==> src/rtl/seg7_scan_display_n.sv <==
// Time-multiplexed common-anode seven-segment driver: per-slot blanking, frame
// snapshot of display data, leading-zero suppression and a blinking edit cursor.
module seg7_scan_display_n #(
  parameter int NUM_DIGITS   = 8,
  parameter int SCAN_DIV     = 50000,
  parameter int BLANK_CYCLES = 100,
  parameter int BLINK_DIV    = 25000000,
  parameter int IW           = (NUM_DIGITS > 1) ? $clog2(NUM_DIGITS) : 1
) (
  input  logic                    clk,
  input  logic                    rst,
  input  logic [4*NUM_DIGITS-1:0] digits,
  input  logic [NUM_DIGITS-1:0]   digit_mask,
  input  logic [NUM_DIGITS-1:0]   dp_mask,
  input  logic                    lz_en,
  input  logic                    edit_en,
  input  logic [IW-1:0]           cursor,
  output logic [NUM_DIGITS-1:0]   seg_en,
  output logic [7:0]              seg_out
);

  localparam int SW = (SCAN_DIV > 1) ? $clog2(SCAN_DIV) : 1;
  localparam int BW = (BLINK_DIV > 1) ? $clog2(BLINK_DIV) : 1;

  typedef enum logic {
    ST_BLANK = 1'b0,
    ST_SHOW  = 1'b1
  } state_t;

  state_t state_q;
  state_t state_d;

  logic [SW-1:0]           slot_cnt;
  logic [IW-1:0]           idx;
  logic [BW-1:0]           blink_cnt;
  logic                    blink_phase;
  logic                    snap_pend;
  logic                    edit_q;
  logic [IW-1:0]           cursor_q;

  logic [4*NUM_DIGITS-1:0] sh_digits;
  logic [NUM_DIGITS-1:0]   sh_mask;
  logic [NUM_DIGITS-1:0]   sh_dp;
  logic                    sh_lz;

  logic                    slot_end;
  logic                    frame_end;
  logic                    blink_restart;
  logic                    blink_off;
  logic                    lit;
  logic [3:0]              cur_val;
  logic [NUM_DIGITS-1:0]   supp;
  logic                    chain;
  logic [NUM_DIGITS-1:0]   seg_en_d;
  logic [7:0]              seg_out_d;

  function automatic logic [6:0] hex_to_seg(input logic [3:0] v);
    logic [6:0] s;
    case (v)
      4'h0: s = 7'h40;
      4'h1: s = 7'h79;
      4'h2: s = 7'h24;
      4'h3: s = 7'h30;
      4'h4: s = 7'h19;
      4'h5: s = 7'h12;
      4'h6: s = 7'h02;
      4'h7: s = 7'h78;
      4'h8: s = 7'h00;
      4'h9: s = 7'h10;
      4'hA: s = 7'h08;
      4'hB: s = 7'h03;
      4'hC: s = 7'h46;
      4'hD: s = 7'h21;
      4'hE: s = 7'h06;
      default: s = 7'h0E;
    endcase
    return s;
  endfunction

  assign slot_end      = (slot_cnt == SW'(SCAN_DIV - 1));
  assign frame_end     = slot_end && (idx == IW'(NUM_DIGITS - 1));
  assign blink_restart = (edit_en && !edit_q) || (cursor != cursor_q);

  // Slot timing and digit index
  always_ff @(posedge clk or posedge rst) begin
    if (rst) begin
      slot_cnt <= '0;
      idx      <= '0;
    end else begin
      if (slot_end) begin
        slot_cnt <= '0;
        idx      <= (idx == IW'(NUM_DIGITS - 1)) ? '0 : idx + 1'b1;
      end else begin
        slot_cnt <= slot_cnt + 1'b1;
      end
    end
  end

  always_ff @(posedge clk or posedge rst) begin
    if (rst) state_q <= ST_BLANK;
    else     state_q <= state_d;
  end

  always_comb begin
    state_d = state_q;
    case (state_q)
      ST_BLANK: if (slot_cnt == SW'(BLANK_CYCLES - 1)) state_d = ST_SHOW;
      ST_SHOW:  if (slot_end) state_d = ST_BLANK;
      default:  state_d = ST_BLANK;
    endcase
  end

  // Shadow copy refreshed once per frame so a frame never mixes old and new data
  always_ff @(posedge clk or posedge rst) begin
    if (rst) begin
      snap_pend <= 1'b1;
      sh_digits <= '0;
      sh_mask   <= '0;
      sh_dp     <= '0;
      sh_lz     <= 1'b0;
    end else begin
      snap_pend <= 1'b0;
      if (snap_pend || frame_end) begin
        sh_digits <= digits;
        sh_mask   <= digit_mask;
        sh_dp     <= dp_mask;
        sh_lz     <= lz_en;
      end
    end
  end

  always_ff @(posedge clk or posedge rst) begin
    if (rst) begin
      blink_cnt   <= '0;
      blink_phase <= 1'b0;
      edit_q      <= 1'b0;
      cursor_q    <= '0;
    end else begin
      edit_q   <= edit_en;
      cursor_q <= cursor;
      if (blink_restart) begin
        blink_cnt   <= '0;
        blink_phase <= 1'b0;
      end else if (blink_cnt == BW'(BLINK_DIV - 1)) begin
        blink_cnt   <= '0;
        blink_phase <= ~blink_phase;
      end else begin
        blink_cnt <= blink_cnt + 1'b1;
      end
    end
  end

  // A digit is suppressed while no enabled non-zero digit sits above it
  always_comb begin
    supp  = '0;
    chain = sh_lz;
    for (int k = NUM_DIGITS - 1; k >= 1; k--) begin
      supp[k] = chain && (sh_digits[4*k +: 4] == 4'd0);
      chain   = chain && (!sh_mask[k] || (sh_digits[4*k +: 4] == 4'd0));
    end
  end

  assign cur_val = sh_digits[{idx, 2'b00} +: 4];
  assign lit     = sh_mask[idx] && !supp[idx];
  // A restart this cycle forces the visible phase so the new cursor shows at once
  assign blink_off = edit_en && (cursor == idx) && blink_phase && !blink_restart;

  always_comb begin
    seg_en_d  = '1;
    seg_out_d = 8'hFF;
    if (state_q == ST_SHOW) begin
      if (lit) seg_en_d = ~(NUM_DIGITS'(1) << idx);
      seg_out_d = {~sh_dp[idx], hex_to_seg(cur_val)};
      if (blink_off) seg_out_d = 8'hFF;
    end
  end

  always_ff @(posedge clk or posedge rst) begin
    if (rst) begin
      seg_en  <= '1;
      seg_out <= 8'hFF;
    end else begin
      seg_en  <= seg_en_d;
      seg_out <= seg_out_d;
    end
  end

endmodule

==> config.mk <==
export PLATFORM = sky130hd
export DESIGN_NAME = seg7_scan_display_n
export DESIGN_NICKNAME = d
export VERILOG_FILES = /design/src/rtl/seg7_scan_display_n.sv
export SDC_FILE = /design/constraint.sdc
export NUM_CORES = 1
export LEC_CHECK = 0
export CAP_MARGIN = 20
export CORE_ASPECT_RATIO = 1.5
export CORE_MARGIN = 5
export CORE_UTILIZATION = 40
export CTS_CLUSTER_DIAMETER = 200
export DETAILED_ROUTE_END_ITERATION = 7
export PLACE_DENSITY = 0.72
export SETUP_SLACK_MARGIN = 0.05
export SYNTH_ARGS = -nofsm -noshare
export SYNTH_HDL_FRONTEND = slang
export SYNTH_SLANG_ARGS = --single-unit
==> constraint.sdc <==
create_clock -name clk -period 9.7 [get_ports clk]
set_input_delay 1.455 -clock clk [delete_from_list [all_inputs] [get_ports clk]]
set_output_delay 1.455 -clock clk [all_outputs]
set_load 0.01 [all_outputs]
==> flow_summary.toml, run 1 <==
[global_route]
grt_pass1_wl_mm = 21.0
first_global_vias = 4320
grt_overflow = 0
grt_max_degree = 62
grt_antenna_before_repair = 0
grtUsageTotal_pct = 16.0

[floorplanning]
core_area_um2 = 13900
ioPinCount = 71
start_util_pct = 40.4
placementRows = 53
die_width_um = 107
die_area_um2 = 16500
fp.dieH_um = 155

[timing]
whs_ns = 0.485
rsz0062_at_grt = "no"
fin_skew_ns = 0.0106
fmax_ghz = 0.342
slew_viol_final = 0
layout_min_cycle_time_ns = 2.93
hold_violations = 0
tns_ns = 0
fin_crit_sh_pct = 30.2
slew_headroom_pct = 35.4
setup_viol = 0
worst_pin_slew_ns = 0.942

[critical_path]
path_max_fanout = 1
crit_family = "flip-flops"
critPathBufInv = 1
worstPathCellList = "clkdlybuf4s50_1"
cp.arrival_ns = 1.47
end_kind = "output pin"
r2r_end = "seg_out[0]$_DFF_PP1_"
critPathKind = "reg2out"
r2r_start = "idx[1]$_DFFE_PP0N_"
reg2reg_slack_ns = 6.82
rr_worst_depth = 5
cp-start-kind = "flip-flop"
crit_required_ns = 8.25
cp-startpoint = "seg_out[5]$_DFF_PP1_"
cp_slowest_stage_delay_ns = 0.54
cp_slowest_cell = "dfstp_2"

[clock_network]
post_cts_buffers = 0
cts.reportedPaths.clkPinSlew_ns = 0.05
clk_latency_ns = 0.41
ctsHoldBuffers = 0
cts_max_path_buffers = 2
numCtsBuffers = 17
cts_tree = "built"
clock_sinks = 116
htree_levels = 4
post_cts_resized = 0
cts-root-buf = "clkbuf_16"

[synth]
yosysTopAreaCell = "dfrtp_1"
yosysTopAreaCellShare_pct = 44.2
async_flop_share_pct = 100
synth_nets = 533
yosysUniqueCellTypes = 53
synthCells = 464
synth_edf_count = 0
synth_ff_type = "dfrtp_1"
synth_area_leaders = "dfrtp_1, mux2_2, dfstp_2"
yosysWarnings = 0
syn_area_per_cell_um2 = 12.1
syn_area_um2 = 5600
synth-seq-cells = 116
ys_seq_area_share_pct = 52.2

[drt]
drt_iter0_markers = 182
drtAntennaViolNets = 0
firstDrtPassIters = 4
vias = 3827
wire_per_inst_um = 17.1
drc_errors = 0
viasPerCell = 5.33
wirelength_mm = 12.3

[worst_hold_path]
worstHoldStart = "state_q$_DFF_PP0_"
min_to = "seg_en[7]$_DFF_PP1_"
worstHoldPathType = "reg2reg"
hold_depth = 1

[finish]
layout_common_cells = "dfrtp_1, clkdlybuf4s50_1, nor2_1, mux2_2, nand2_1"
fin_nets = 609
area_growth_pct = 25.5
drive_gt1_share_pct = 21.9
final_common_cell = "dfrtp_1"
final_cells = 718
insertedDiodeCount = 0
post-route-util_pct = 50.7

[placement]
gp_congestion = 0.857
place_inst = 686
port_buffers = 70
place_hpwl_mm = 8.98

[power_and_ir_drop]
power.switching_mw = 0.269
clock_power_share_pct = 49.2
vdd.ir_drop.worst_v = 0.000124
swShare_pct = 21.8
p_comb_share_pct = 8.0
power_density_nw_per_um2 = 175
p_seq_share_pct = 42.8
cellLeakagePower_nw = 2.86
internal-power_mw = 0.961

[run_status]
status = "finished clean"

[flow_run]
drv_cap = 0
==> synthesized netlist by cell type (5+ instances only) <==
master / instances
nor2_1: 44
and3_1: 5
nand4_1: 8
dfstp_2: 17
nor4_1: 16
inv_1: 15
mux4_2: 11
clkbuf_1: 5
mux2_2: 43
nand2_1: 30
ha_1: 14
o21ai_0: 7
a21oi_1: 9
nand3_1: 23
xnor2_1: 25
mux2_4: 10
nor3_1: 5
xor2_1: 17
buf_2: 7
dfrtp_1: 99
mux2i_1: 5
==> registers in the layout, summed over array words and instances, names as in the netlist <==
register / flops
blink_phase: 1
idx: 3
seg_en: 8
state_q: 1
slot_cnt: 16
sh_lz: 1
sh_mask: 8
blink_cnt: 25
sh_dp: 8
sh_digits: 32
edit_q: 1
cursor_q: 3
seg_out: 8
snap_pend: 1
==> worst max path at each step <==
| stage | to | slack, ns | cells after the start |
|---|---|---|---|
| 2_1_floorplan | blink_cnt[0]$_DFF_PP0_ | 5.20 | 1 |
| 3_3_place_gp | sh_digits[23]$_DFFE_PP0P_ | 6.51 | 3 |
| 3_5_place_dp | blink_cnt[19]$_DFF_PP0_ | 6.37 | 5 |
| 4_1_cts | seg_out[5] | 6.75 | 1 |
| 5_1_grt | seg_out[0]$_DFF_PP1_ | 6.61 | 5 |
| 6_report | seg_out[5] | 6.77 | 1 |
==> per-layer routing <==
| layer | up-vias | routed length [um] | track usage (%) |
|---|---|---|---|
| met5 | - | 0 | 0 |
| met4 | 0 | 315 | 6.34 |
| met3 | 24 | 532 | 4.19 |
| met2 | 91 | 6770 | 29.2 |
| met1 | 1906 | 4690 | 17.5 |
| li1 | 1806 | - | - |
==> cell families after synthesis <==
logic type                 after synthesis  share of synthesized area, %
AOI/OAI and AO/OA                       34                          4.13
xor gates and xnor gates                42                          6.57
adders and majority gates               14                          3.13
buffers and inverters                   32                          2.70
DFF                                    116                          52.2
muxes                                   69                          16.6
other                                    1                        0.0669
and+or+nand+nor                        156                          14.6
==> area by class of cell <==
class | count | area [um2]
well taps | 165 | 206
clock buffers | 23 | 478
flip-flops and latches | 116 | 2920
repair buffers | 73 | 723
fillers | 1210 | 6830
clock inverters | 9 | 103
multi-input cells | 316 | 2530
inverters | 16 | 62.6
==> power groups by stage <==
stage | registers [mW] | logic, mW | clock network, mW
final | 0.526 | 0.0985 | 0.605
after global routing | 0.529 | 0.108 | 0.640
after CTS | 0.526 | 0.100 | 0.613
after detailed placement | 0.534 | 0.0997 | 0
after global placement | 0.533 | 0.0970 | 0
after floorplan | 0.526 | 0.0661 | 0
==> metrics by stage <==
stage | setup WS [ns] | power [mW] | area, um2
detailed placement | 6.37 | 0.633 | 6450
global placement | 6.51 | 0.630 | 6450
floorplan | 5.20 | 0.592 | 5600
CTS | 6.75 | 1.24 | 7030
finish | 6.77 | 1.23 | 7030
global route | 6.61 | 1.28 | 7030
Power figures use the tool's default switching activity.
==> inputs of run 2 (changes only) <==
Settings changed: PLACE_DENSITY 0.72 to 0.74.
Clock period 9.7 ns to 2.51 ns, I/O delays scaled along.
==> flow_summary.toml, run 2 (synthesized netlist as in run 1, its figures left out) <==
[critical_path]
critPathBufInv = 0
cp.arrival_ns = 2.63
critPathKind = "reg2reg"
cp-startpoint = "idx[0]$_DFFE_PP0N_"
cp_slowest_stage_delay_ns = 0.51
critPathMostFrequentCell = "o21ai_0"
r2r_end = "seg_out[0]$_DFF_PP1_"
cp-start-kind = "flip-flop"
r2r_start = "idx[0]$_DFFE_PP0N_"
worstPathCellList = "mux4_2, mux2_2, ha_1, or3b_2, o21ai_0, o21ai_0"
path_max_fanout = 8
reg2reg_slack_ns = 0.19
rr_worst_depth = 6
end_kind = "flip-flop"
crit_family = "multiplexers"
cp_slowest_cell = "mux4_2"
crit_cells = 6
crit_required_ns = 2.82
cp-endpoint = "seg_out[0]$_DFF_PP1_"

[floorplanning]
start_util_pct = 40.4
core_area_um2 = 13900
die_area_um2 = 16500
placementRows = 53
die_width_um = 107
ioPinCount = 71
fp.dieH_um = 155

[clock_network]
numCtsBuffers = 17
cts-root-buf = "clkbuf_16"
cts.reportedPaths.clkPinSlew_ns = 0.05
clk_latency_ns = 0.41
ctsHoldBuffers = 0
htree_levels = 4
cts_tree = "built"
clock_sinks = 116
cts_max_path_buffers = 2

[run_status]
status = "finished clean"

[finish]
fillCellCount = 1137
final_common_cell = "dfrtp_1"
fin_area_um2 = 7230
final_cells = 731
largest-register = "sh_digits"
layout_common_cells = "dfrtp_1, clkdlybuf4s50_1, nor2_1, mux2_2, nand2_1"
biggestRegsByFlops = "sh_digits: 32 flops, blink_cnt: 25 flops, slot_cnt: 16 flops"
drive_gt1_share_pct = 24.0
post-route-util_pct = 52.2
insertedDiodeCount = 0
area_growth_pct = 29.0
fin_nets = 622
largest_reg_flops = 32

[timing]
tns_ns = 0
slew_viol_final = 0
rsz0062_at_grt = "no"
worst_pin_slew_ns = 0.646
fin_skew_ns = 0.00802
setup_ws_ns = 0.192
slew_headroom_pct = 56.6
whs_ns = 0.372
layout_min_cycle_time_ns = 2.32
fin_crit_sh_pct = 92.4
setup_viol = 0
hold_violations = 0
fmax_ghz = 0.431

[drt]
wire_per_inst_um = 16.9
vias = 3980
drtAntennaViolNets = 0
firstDrtPassIters = 4
drc_errors = 0
drt_iter0_markers = 171
viasPerCell = 5.44
wirelength_mm = 12.3

[placement]
postPlaceCellArea_um2 = 6590
place_hpwl_mm = 9.03
port_buffers = 70
gp_congestion = 0.910
place_inst = 697
post-place-ws_ns = 0.0692

[power_and_ir_drop]
power.total_mw = 4.99
vdd.ir_drop.worst_v = 0.000482
cellLeakagePower_nw = 2.97
power_density_nw_per_um2 = 691

[global_route]
first_global_vias = 4205
grt_antenna_before_repair = 0
grtUsageTotal_pct = 15.6
grt_pass1_wl_mm = 20.4
grt_max_degree = 55
grt_overflow = 0

[worst_hold_path]
worstHoldPathType = "in2async"

[flow_run]
drv_cap = 0
run 2: cell count changes in the layout (fill, tap and decap cells not counted):
cell        delta
clkinv_2       +1
dfrtp_2        +1
dfrtp_1        -1
clkbuf_1       -1
buf_12         +4
inv_4          -1
clkinvlp_4     -1
bufinv_16      +2
buf_4          +9
run 2: power by group:
| part | switching, mW | internal [mW] |
|---|---|---|
| clock | 0.825 | 1.73 |
| sequential | 0.0774 | 1.96 |
| combinational | 0.162 | 0.241 |
run 2: what timing repair did:
action                     in CTS  in global routing
buffers inserted                0                  2
setup endpoints to repair       0                  2
gates resized for setup         0                  1
run 2: cell type report:
class	instances	area, um2	share of cell area (%)
clock buffer	22	474	6.56
clock inverter	10	153	2.11
inverter	16	63.8	0.883
multi-input combinational	316	2530	35.1
sequential	116	2930	40.5
tap	165	206	2.86
timing repair buffer	86	871	12.0
run 2: how the worst min path moves through the flow:
stage | slack, ns | endpoint
finish | 0.37 | sh_dp[1]$_DFFE_PP0P_
global route | 0.42 | sh_dp[1]$_DFFE_PP0P_
CTS | 0.38 | sh_dp[1]$_DFFE_PP0P_
detailed placement | 0.49 | blink_cnt[0]$_DFF_PP0_
global placement | 0.49 | blink_cnt[0]$_DFF_PP0_
floorplan | 0.41 | cursor_q[0]$_DFF_PP0_
run 2: per-layer routing:
layer | vias up | track usage, % | part of all wire, %
met5 | - | 0 | 0
met2 | 135 | 27.9 | 54
met1 | 1972 | 17.2 | 38
li1 | 1837 | - | -
met3 | 36 | 3.61 | 4.7
met4 | 0 | 7.80 | 3.0
